$ cat config.mk
export PLATFORM = sky130hd
export DESIGN_NAME = tlb_refill_walker
export DESIGN_NICKNAME = d
export VERILOG_FILES = /design/src/rtl/tlb_refill_walker.sv
export SDC_FILE = /design/constraint.sdc
export NUM_CORES = 1
export LEC_CHECK = 0
export ABC_AREA = 1
export CORE_UTILIZATION = 30
export CTS_CLUSTER_SIZE = 24
export DETAILED_ROUTE_END_ITERATION = 16
export GPL_TIMING_DRIVEN = 0
export PLACE_DENSITY = 0.72
export SLEW_MARGIN = 10
export SYNTH_ARGS = -nofsm -noshare
export SYNTH_HDL_FRONTEND = slang
export SYNTH_SLANG_ARGS = --single-unit
$ cat constraint.sdc
create_clock -name clk -period 1.9 [get_ports clk]
set_input_delay 0.38 -clock clk [delete_from_list [all_inputs] [get_ports clk]]
set_output_delay 0.38 -clock clk [all_outputs]
set_load 0.005 [all_outputs]
$ cat src/rtl/tlb_refill_walker.sv
// Two-level hardware page-table walker servicing ITLB/DTLB misses.
// Reads PTEs over a 20-bit memory port, then issues a TLB write or a page fault.
module tlb_refill_walker #(
    parameter int unsigned TIMEOUT = 255
) (
    input  logic        clk,
    input  logic        reset,
    input  logic        flush,
    input  logic [19:0] ptbr,
    input  logic        miss_valid,
    output logic        miss_ready,
    input  logic [31:0] miss_vaddr,
    input  logic        miss_is_instr,
    input  logic        miss_user,
    output logic        mem_req,
    output logic [19:0] mem_addr,
    input  logic        mem_ack,
    input  logic [31:0] mem_rdata,
    output logic        tlb_write,
    output logic        tlb_sel_itlb,
    output logic [31:0] tlb_logic_page,
    output logic [19:0] tlb_physical_page,
    output logic        page_fault,
    output logic [1:0]  fault_cause,
    output logic [31:0] fault_vaddr,
    output logic        busy
);

    typedef enum logic [2:0] {
        S_IDLE,
        S_L1,
        S_L2,
        S_DONE,
        S_FAULT,
        S_DRAIN
    } state_t;

    localparam logic [1:0] CAUSE_TIMEOUT = 2'b00;
    localparam logic [1:0] CAUSE_L1      = 2'b01;
    localparam logic [1:0] CAUSE_L2      = 2'b10;
    localparam logic [1:0] CAUSE_PERM    = 2'b11;

    // Counter value seen in the last request cycle that may still be acked.
    localparam logic [15:0] TO_LAST = (TIMEOUT == 0) ? 16'd0 : 16'(TIMEOUT - 1);

    state_t      state_q, state_d;
    logic [31:0] vaddr_q;
    logic        is_instr_q;
    logic        user_q;
    logic [19:0] addr_q;
    logic [7:0]  frame_q;
    logic [1:0]  cause_q, cause_d;
    logic [15:0] cnt_q;

    logic accept, load_l2, load_frame, load_cause;
    logic timeout_hit;

    assign timeout_hit = (TIMEOUT != 0) && (cnt_q == TO_LAST);

    always_ff @(posedge clk) begin
        if (reset) state_q <= S_IDLE;
        else       state_q <= state_d;
    end

    // NOTE: every signal written here gets a default first so no latch is inferred.
    always_comb begin
        state_d    = state_q;
        accept     = 1'b0;
        load_l2    = 1'b0;
        load_frame = 1'b0;
        load_cause = 1'b0;
        cause_d    = CAUSE_TIMEOUT;
        case (state_q)
            S_IDLE: begin
                if (miss_valid && !flush) begin
                    accept  = 1'b1;
                    state_d = S_L1;
                end
            end
            S_L1: begin
                if (mem_ack) begin
                    if (flush) begin
                        state_d = S_IDLE;
                    end else if (!mem_rdata[0]) begin
                        state_d    = S_FAULT;
                        load_cause = 1'b1;
                        cause_d    = CAUSE_L1;
                    end else begin
                        load_l2 = 1'b1;
                        state_d = S_L2;
                    end
                end else if (flush) begin
                    state_d = S_DRAIN;
                end else if (timeout_hit) begin
                    state_d    = S_FAULT;
                    load_cause = 1'b1;
                    cause_d    = CAUSE_TIMEOUT;
                end
            end
            S_L2: begin
                if (mem_ack) begin
                    if (flush) begin
                        state_d = S_IDLE;
                    end else if (!mem_rdata[0]) begin
                        state_d    = S_FAULT;
                        load_cause = 1'b1;
                        cause_d    = CAUSE_L2;
                    end else if (user_q && !mem_rdata[1]) begin
                        state_d    = S_FAULT;
                        load_cause = 1'b1;
                        cause_d    = CAUSE_PERM;
                    end else begin
                        load_frame = 1'b1;
                        state_d    = S_DONE;
                    end
                end else if (flush) begin
                    state_d = S_DRAIN;
                end else if (timeout_hit) begin
                    state_d    = S_FAULT;
                    load_cause = 1'b1;
                    cause_d    = CAUSE_TIMEOUT;
                end
            end
            S_DONE, S_FAULT: state_d = S_IDLE;
            // The outstanding read must complete before the arbiter sees a new request.
            S_DRAIN: begin
                if (mem_ack || timeout_hit) state_d = S_IDLE;
            end
            default: state_d = S_IDLE;
        endcase
    end

    always_ff @(posedge clk) begin
        if (reset) begin
            vaddr_q    <= '0;
            is_instr_q <= 1'b0;
            user_q     <= 1'b0;
            addr_q     <= '0;
            frame_q    <= '0;
            cause_q    <= CAUSE_TIMEOUT;
            cnt_q      <= '0;
        end else begin
            if (accept) begin
                vaddr_q    <= miss_vaddr;
                is_instr_q <= miss_is_instr;
                user_q     <= miss_user;
                addr_q     <= {ptbr[19:12], miss_vaddr[31:22], 2'b00};
            end
            if (load_l2)    addr_q  <= {mem_rdata[19:12], vaddr_q[21:12], 2'b00};
            if (load_frame) frame_q <= mem_rdata[19:12];
            if (load_cause) cause_q <= cause_d;
            if (accept || load_l2) cnt_q <= '0;
            else if (mem_req)      cnt_q <= cnt_q + 16'd1;
        end
    end

    assign mem_req           = (state_q == S_L1) || (state_q == S_L2) || (state_q == S_DRAIN);
    assign mem_addr          = addr_q;
    assign miss_ready        = (state_q == S_IDLE) && !flush;
    assign busy              = (state_q != S_IDLE);
    // Strobes are gated by flush so an abort in DONE/FAULT is silent.
    assign tlb_write         = (state_q == S_DONE) && !flush;
    assign page_fault        = (state_q == S_FAULT) && !flush;
    assign tlb_sel_itlb      = is_instr_q;
    assign tlb_logic_page    = {12'b0, vaddr_q[31:12]};
    assign tlb_physical_page = {12'b0, frame_q};
    assign fault_cause       = cause_q;
    assign fault_vaddr       = vaddr_q;

endmodule

==> run_results.csv, run 1 <==
group,metric,value,unit
detailed_routing,wl,10700,µm
timing,max_freq,546,MHz
synthesis,synth_compound_area_share,13.8,%
power_and_ir_drop,leakagePower,2.36,nW
die,dieArea,13000,µm²
synthesis,synth_top_cell_by_area,"dfxtp_1",
timing,maxSlewHeadroom,64.1,%
detailed_routing,antenna_left,0,
run_status,status,"complete, no violations",
run,cap_violations,0,
synthesis,synthFlopType,"dfxtp_1",
clocking,cts-htree-levels,3,
synthesis,synth_seq_area_share,42.9,%
worst_setup_path,r2r-start,"state_q[1]",
worst_setup_path,cp_num_buf_inv,1,
worst_setup_path,cp-start-kind,"flip-flop",
global_routing,grt_usage,16.6,%
worst_setup_path,path_class,"flip-flop to primary output",
global_routing,antenna_found_initial,0,
die,start_util,31.0,%
final_layout,layout-drive-gt1-share,15.0,%
timing,rsz0062_at_grt,"no",
clocking,cts.sinks,81,
min_path,hold_path.class,"flip-flop to flip-flop",
synthesis,synth_top_family_by_area,"simple AND/OR/NAND/NOR gates",
global_routing,grt_pass1_vias,3324,
synthesis,synth_top_area_share,42.9,%
die,pin_count,203,
worst_setup_path,crit_arrival,1.45,ns
timing,finalWorstSetupSlack,0.0682,ns
worst_setup_path,rrSetupSlack,0.29,ns
global_routing,grt_overflow_total,0,
worst_setup_path,crit_path_end,"tlb_write",
synthesis,synth_cell_types,34,
detailed_routing,viasPerCell,4.26,
clocking,cts_buffer_depth,2,
worst_setup_path,crit_chain,"nand2_1 > nor3_2 > clkdlybuf4s50_1",
place,place.gp.congestion,0.834,
synthesis,syn-instance-count,512,
timing,min_period,1.83,ns
worst_setup_path,path_max_fanout,6,
final_layout,nNetsFinal,787,
die,core_area,12200,µm²
synthesis,netlist_top_cells_count,"nand2_1 (146), dfxtp_1 (81), nor2_1 (54), a21oi_1 (52), buf_4 (47)",
detailed_routing,drt_iter0_markers,130,
clocking,cts-buffers-inserted,9,
clocking,path_clk_slew,0.06,ns
synthesis,yosysMostFrequentCell,"nand2_1",
place,port_buffers,142,
synthesis,synth-xor-area-share,0.696,%
synthesis,avgSynthCellArea,7.38,µm²
die,die_w,114,µm
timing,fin_crit_sh,96.4,%
synthesis,synth-adder-area-share,0.663,%
clocking,cts_tree,"done",
final_layout,n_antenna_cell,0,
synthesis,muxShareOfSynthArea,0,%
clocking,clk_latency,0.34,ns
worst_setup_path,crit_slowest_cell,"clkdlybuf4s50_1",
synthesis,synth-edff-count,0,
detailed_routing,num_vias,3695,
synthesis,synth_area_leaders,"dfxtp_1 (43%), nand2_1 (15%), buf_4 (9.3%)",
synthesis,yosys_warnings,0,
place,hpwlAfterDp,8300,µm
synthesis,synthArstFlopShare,0,%
detailed_routing,firstDrtPassIters,4,
synthesis,synth-seq-cells,81,
clocking,ctsHoldBuffers,0,
place,place_ws,-0.423,ns
timing,setup_viol,0,
global_routing,grt_max_degree,15,
detailed_routing,route.detailed.wl_per_inst,12.4,µm
worst_setup_path,max_stage_delay,0.53,ns
final_layout,area_delta_synth_final,54.6,%
final_layout,stdcell_count,867,
worst_setup_path,crit_required,1.52,ns
die,die_h,114,µm
synthesis,synth-simple-area-share,27.3,%
worst_setup_path,r2r_cells,11,
worst_setup_path,crit_path_end_kind,"primary output",
synthesis,synth.cell_area,3780,µm²
timing,slew_violations,0,
clocking,cts_root_buf,"clkbuf_16",
worst_setup_path,crit_start,"state_q[1]",
worst_setup_path,r2r-end,"cnt_q[8]",
power_and_ir_drop,powerDensity,716,nW/µm²
place,dp_cells,847,
worst_setup_path,cp_top_family,"buffers and inverters",
global_routing,grt_pass1_wl,16700,µm
die,rows,40,
worst_setup_path,critical_path_depth,3,
timing,hold_viol_final,0,
timing,fin_skew,0.00705,ns
power_and_ir_drop,ir_drop,0.000394,V
detailed_routing,drcViolationCount,0,
timing,tightest_slew,0.538,ns
## worst reg2reg max path: stages (launching register included)
cell and delay (ns):
dfxtp_4 0.37, nor2_1 0.12, nand2_2 0.10, nor2_4 0.11, buf_4 0.14, nand2_8 0.08, nand2_4 0.14, nor2_4 0.06
inv_2 0.10, buf_6 0.15, a21oi_2 0.04, o21a_1 0.10
## worst min path at each step
| stage | start | end | slack [ns] | depth (start not counted) |
|---|---|---|---|---|
| floorplan | user_q | user_q | 0.44 | 2 |
| global placement | mem_addr[12] | mem_addr[12] | 0.44 | 2 |
| detailed placement | mem_addr[14] | mem_addr[14] | 0.44 | 2 |
| CTS | mem_addr[14] | mem_addr[14] | 0.46 | 2 |
| global route | mem_addr[14] | mem_addr[14] | 0.48 | 2 |
| finish | mem_addr[14] | mem_addr[14] | 0.46 | 2 |
## per-layer routing
layer | part of all wire [%] | global-route usage, %
met5 | 0 | 0
met4 | 1.6 | 6.67
met3 | 6.3 | 4.82
met2 | 47 | 27.2
met1 | 45 | 20.4
## repair_timing
action / CTS / global route
gates cloned: 0 / 0
resized for setup: 8 / 4
pin swaps: 2 / 0
endpoints found under the setup margin: 4 / 2
buffers inserted: 3 / 1
## where the power goes
group / internal [mW] / switching, mW / total [mW]
sequential: 1.77 / 0.0535 / 1.82
combinational: 0.416 / 0.311 / 0.728
clock: 0.922 / 0.709 / 1.63
## sequential cells by signal, summed over array words and instances, names as in the netlist
register and cells:
fault_vaddr 32, mem_addr 18, cnt_q 16, user_q 1
frame_q 8, fault_cause 2, tlb_sel_itlb 1, state_q 3
## metrics by stage
stage	area (µm²)	hold WS, ns	setup TNS, ns	total power [mW]	utilization, %
global route	5840	0.480	0	4.38	48.0
global placement	5500	0.439	-11.43	2.57	45.2
finish	5840	0.456	0	4.18	48.0
floorplan	3870	0.445	0	2.18	-
CTS	5830	0.461	0	4.23	47.9
detailed placement	5500	0.445	-12.28	2.58	45.2
## placed cells by master, fill, tap and decap left out, types with 3 or more instances in the layout
cell	synthesis	routed
buf_2	6	6
clkbuf_1	5	5
conb_1	1	26
nand3_1	16	15
a21oi_1	52	52
clkbuf_16	0	9
buf_4	47	51
o21a_1	3	3
nor3_1	8	7
nand2_4	2	3
inv_2	7	8
o31ai_1	8	8
buf_6	3	3
nor2_1	54	54
nand2_1	146	146
nor2_4	3	3
a31oi_1	9	9
inv_1	19	18
dlygate4sd2_1	0	3
clkdlybuf4s50_1	0	138
dfxtp_1	81	79
o21ai_0	20	20
## cells by family after synthesis
family | Yosys count
buf+inv | 90
flops | 81
xor+xnor | 3
compound gates | 94
fa+ha+maj | 2
other cells | 1
simple gates | 241
## area by class of cell
type	instances	area (µm²)
fillers	1238	6320
multi-input cells	366	1720
flip-flops and latches	81	1630
repair buffers	146	1450
plain buffers	63	443
clock buffers	10	239
well taps	168	210
inverters	27	106
clock inverters	6	42.5
(Power assumes the default switching activity.)
==> inputs of run 2 (changes only) <==
SKIP_CTS_REPAIR_TIMING = 1   (was unset)
==> run_results.csv, run 2 (synthesis results as in run 1) <==
group,metric,value,unit
run_status,status,"finished, violations left",
run_status,violations,"negative setup slack",
power_and_ir_drop,ir_drop,0.000394,V
power_and_ir_drop,powerDensity,716,nW/µm²
final_layout,fin_area,5860,µm²
die,die_w,114,µm
worst_setup_path,path_class,"flip-flop to primary output",
die,rows,40,
worst_setup_path,rrSetupSlack,0.32,ns
clocking,cts-buffers-inserted,9,
final_layout,n_antenna_cell,0,
timing,finalWorstSetupSlack,-0.0304,ns
place,hpwlAfterDp,8300,µm
detailed_routing,route.detailed.wl_per_inst,12.4,µm
global_routing,grt_overflow_total,0,
timing,slew_violations,0,
global_routing,top_usage_layer,"met2",
detailed_routing,wl,10800,µm
run,cap_violations,0,
final_layout,mostFrequentLayoutCells,"nand2_1 (146), clkdlybuf4s50_1 (140), dfxtp_1 (79), nor2_1 (53), buf_4 (53)",
timing,fin_crit_sh,102,%
timing,hold_viol_final,0,
worst_setup_path,r2r_cells,11,
worst_setup_path,r2r-end,"cnt_q[8]",
die,start_util,31.0,%
detailed_routing,drt_iter0_markers,154,
worst_setup_path,cp-start-kind,"flip-flop",
clocking,cts-htree-levels,3,
global_routing,antenna_found_initial,0,
timing,maxSlewHeadroom,62.8,%
worst_setup_path,r2r-start,"state_q[2]",
detailed_routing,firstDrtPassIters,4,
final_layout,layout-drive-gt1-share,15.4,%
detailed_routing,antenna_left,0,
detailed_routing,drcViolationCount,0,
global_routing,grt_use_met3,4.82,%
global_routing,grt_usage,16.4,%
worst_setup_path,crit_arrival,1.55,ns
detailed_routing,viasPerCell,4.28,
worst_setup_path,max_stage_delay,0.51,ns
die,die_h,114,µm
timing,tightest_slew,0.558,ns
worst_setup_path,crit_required,1.52,ns
clocking,path_clk_slew,0.06,ns
final_layout,fillers,1234,
worst_setup_path,crit_slowest_cell,"clkdlybuf4s50_1",
clocking,cts_buffer_depth,2,
clocking,cts_tree,"done",
worst_setup_path,crit_start,"state_q[2]",
clocking,clk_latency,0.34,ns
place,place_area,5500,µm²
min_path,hold_path.class,"flip-flop to flip-flop",
global_routing,gr-usage-met2,26.7,%
worst_setup_path,path_max_fanout,7,
timing,holdWs,0.456,ns
worst_setup_path,crit_path_end_kind,"primary output",
timing,fin_skew,0.00689,ns
timing,rsz0062_at_grt,"yes",
place,port_buffers,142,
timing,setup_viol,1,
timing,min_period,1.93,ns
global_routing,grt_pass1_vias,3292,
power_and_ir_drop,leakagePower,2.37,nW
die,pin_count,203,
die,dieArea,13000,µm²
die,core_area,12200,µm²
global_routing,grt_max_degree,15,
global_routing,met1_usage,20.3,%
place,place.gp.congestion,0.834,
worst_setup_path,crit_path_end,"mem_req",
final_layout,final_common_cell,"nand2_1",
timing,max_freq,518,MHz
final_layout,largest_register_ffs,32,
worst_setup_path,crit_chain,"inv_2 > nand3_2 > nand2_4 > clkdlybuf4s50_1",
clocking,cts_root_buf,"clkbuf_16",
final_layout,nNetsFinal,789,
clocking,cts.sinks,81,
final_layout,area_delta_synth_final,55.2,%
detailed_routing,num_vias,3715,
global_routing,grt_pass1_wl,16500,µm
==> run 2: layer usage <==
layer,part of all wire [%],routed length [µm],vias to the layer above
li1,-,-,1956
met1,44,4790,1628
met2,47,5100,114
met3,6.3,674,17
met4,1.8,196,0
met5,0,0,-
==> run 2: report_power, final <==
part           switching [mW]  internal [mW]
Combinational           0.312          0.426
Clock                   0.713          0.922
Sequential             0.0537           1.77
==> run 2: metrics by stage <==
stage	cells	TNS, ns	setup slack (ns)	power [mW]	utilization (%)
2_1_floorplan	537	0	0.511	2.18	-
3_3_place_gp	847	-11.43	-0.453	2.57	45.2
3_5_place_dp	847	-12.28	-0.423	2.58	45.2
4_1_cts	863	-1.06	-0.431	4.22	47.6
5_1_grt	869	-0.175	-0.105	4.39	48.2
6_report	869	-0.0304	-0.0304	4.20	48.2
==> run 2: final cells by class <==
type	count	area [µm²]	area share (%)
multi-input cells	366	1720	29.4
repair buffers	148	1470	25.1
clock buffers	10	239	4.08
clock inverters	6	42.5	0.726
well taps	168	210	3.59
flip-flops and latches	81	1630	27.8
plain buffers	63	443	7.56
inverters	27	106	1.81
==> run 2: critical path, delay by kind of cell (launching register included) <==
family | cells | cell delay (ns)
flops | 1 | 0.32
buf+inv | 2 | 0.63
simple gates | 2 | 0.27
==> run 2: how the worst min path moves through the flow <==
stage	startpoint	endpoint	slack (ns)	cells past startpoint
6_report	mem_addr[14]	mem_addr[14]	0.46	2
3_3_place_gp	mem_addr[12]	mem_addr[12]	0.44	2
2_1_floorplan	user_q	user_q	0.44	2
4_1_cts	mem_addr[14]	mem_addr[14]	0.46	2
3_5_place_dp	mem_addr[14]	mem_addr[14]	0.44	2
5_1_grt	mem_addr[14]	mem_addr[14]	0.48	2
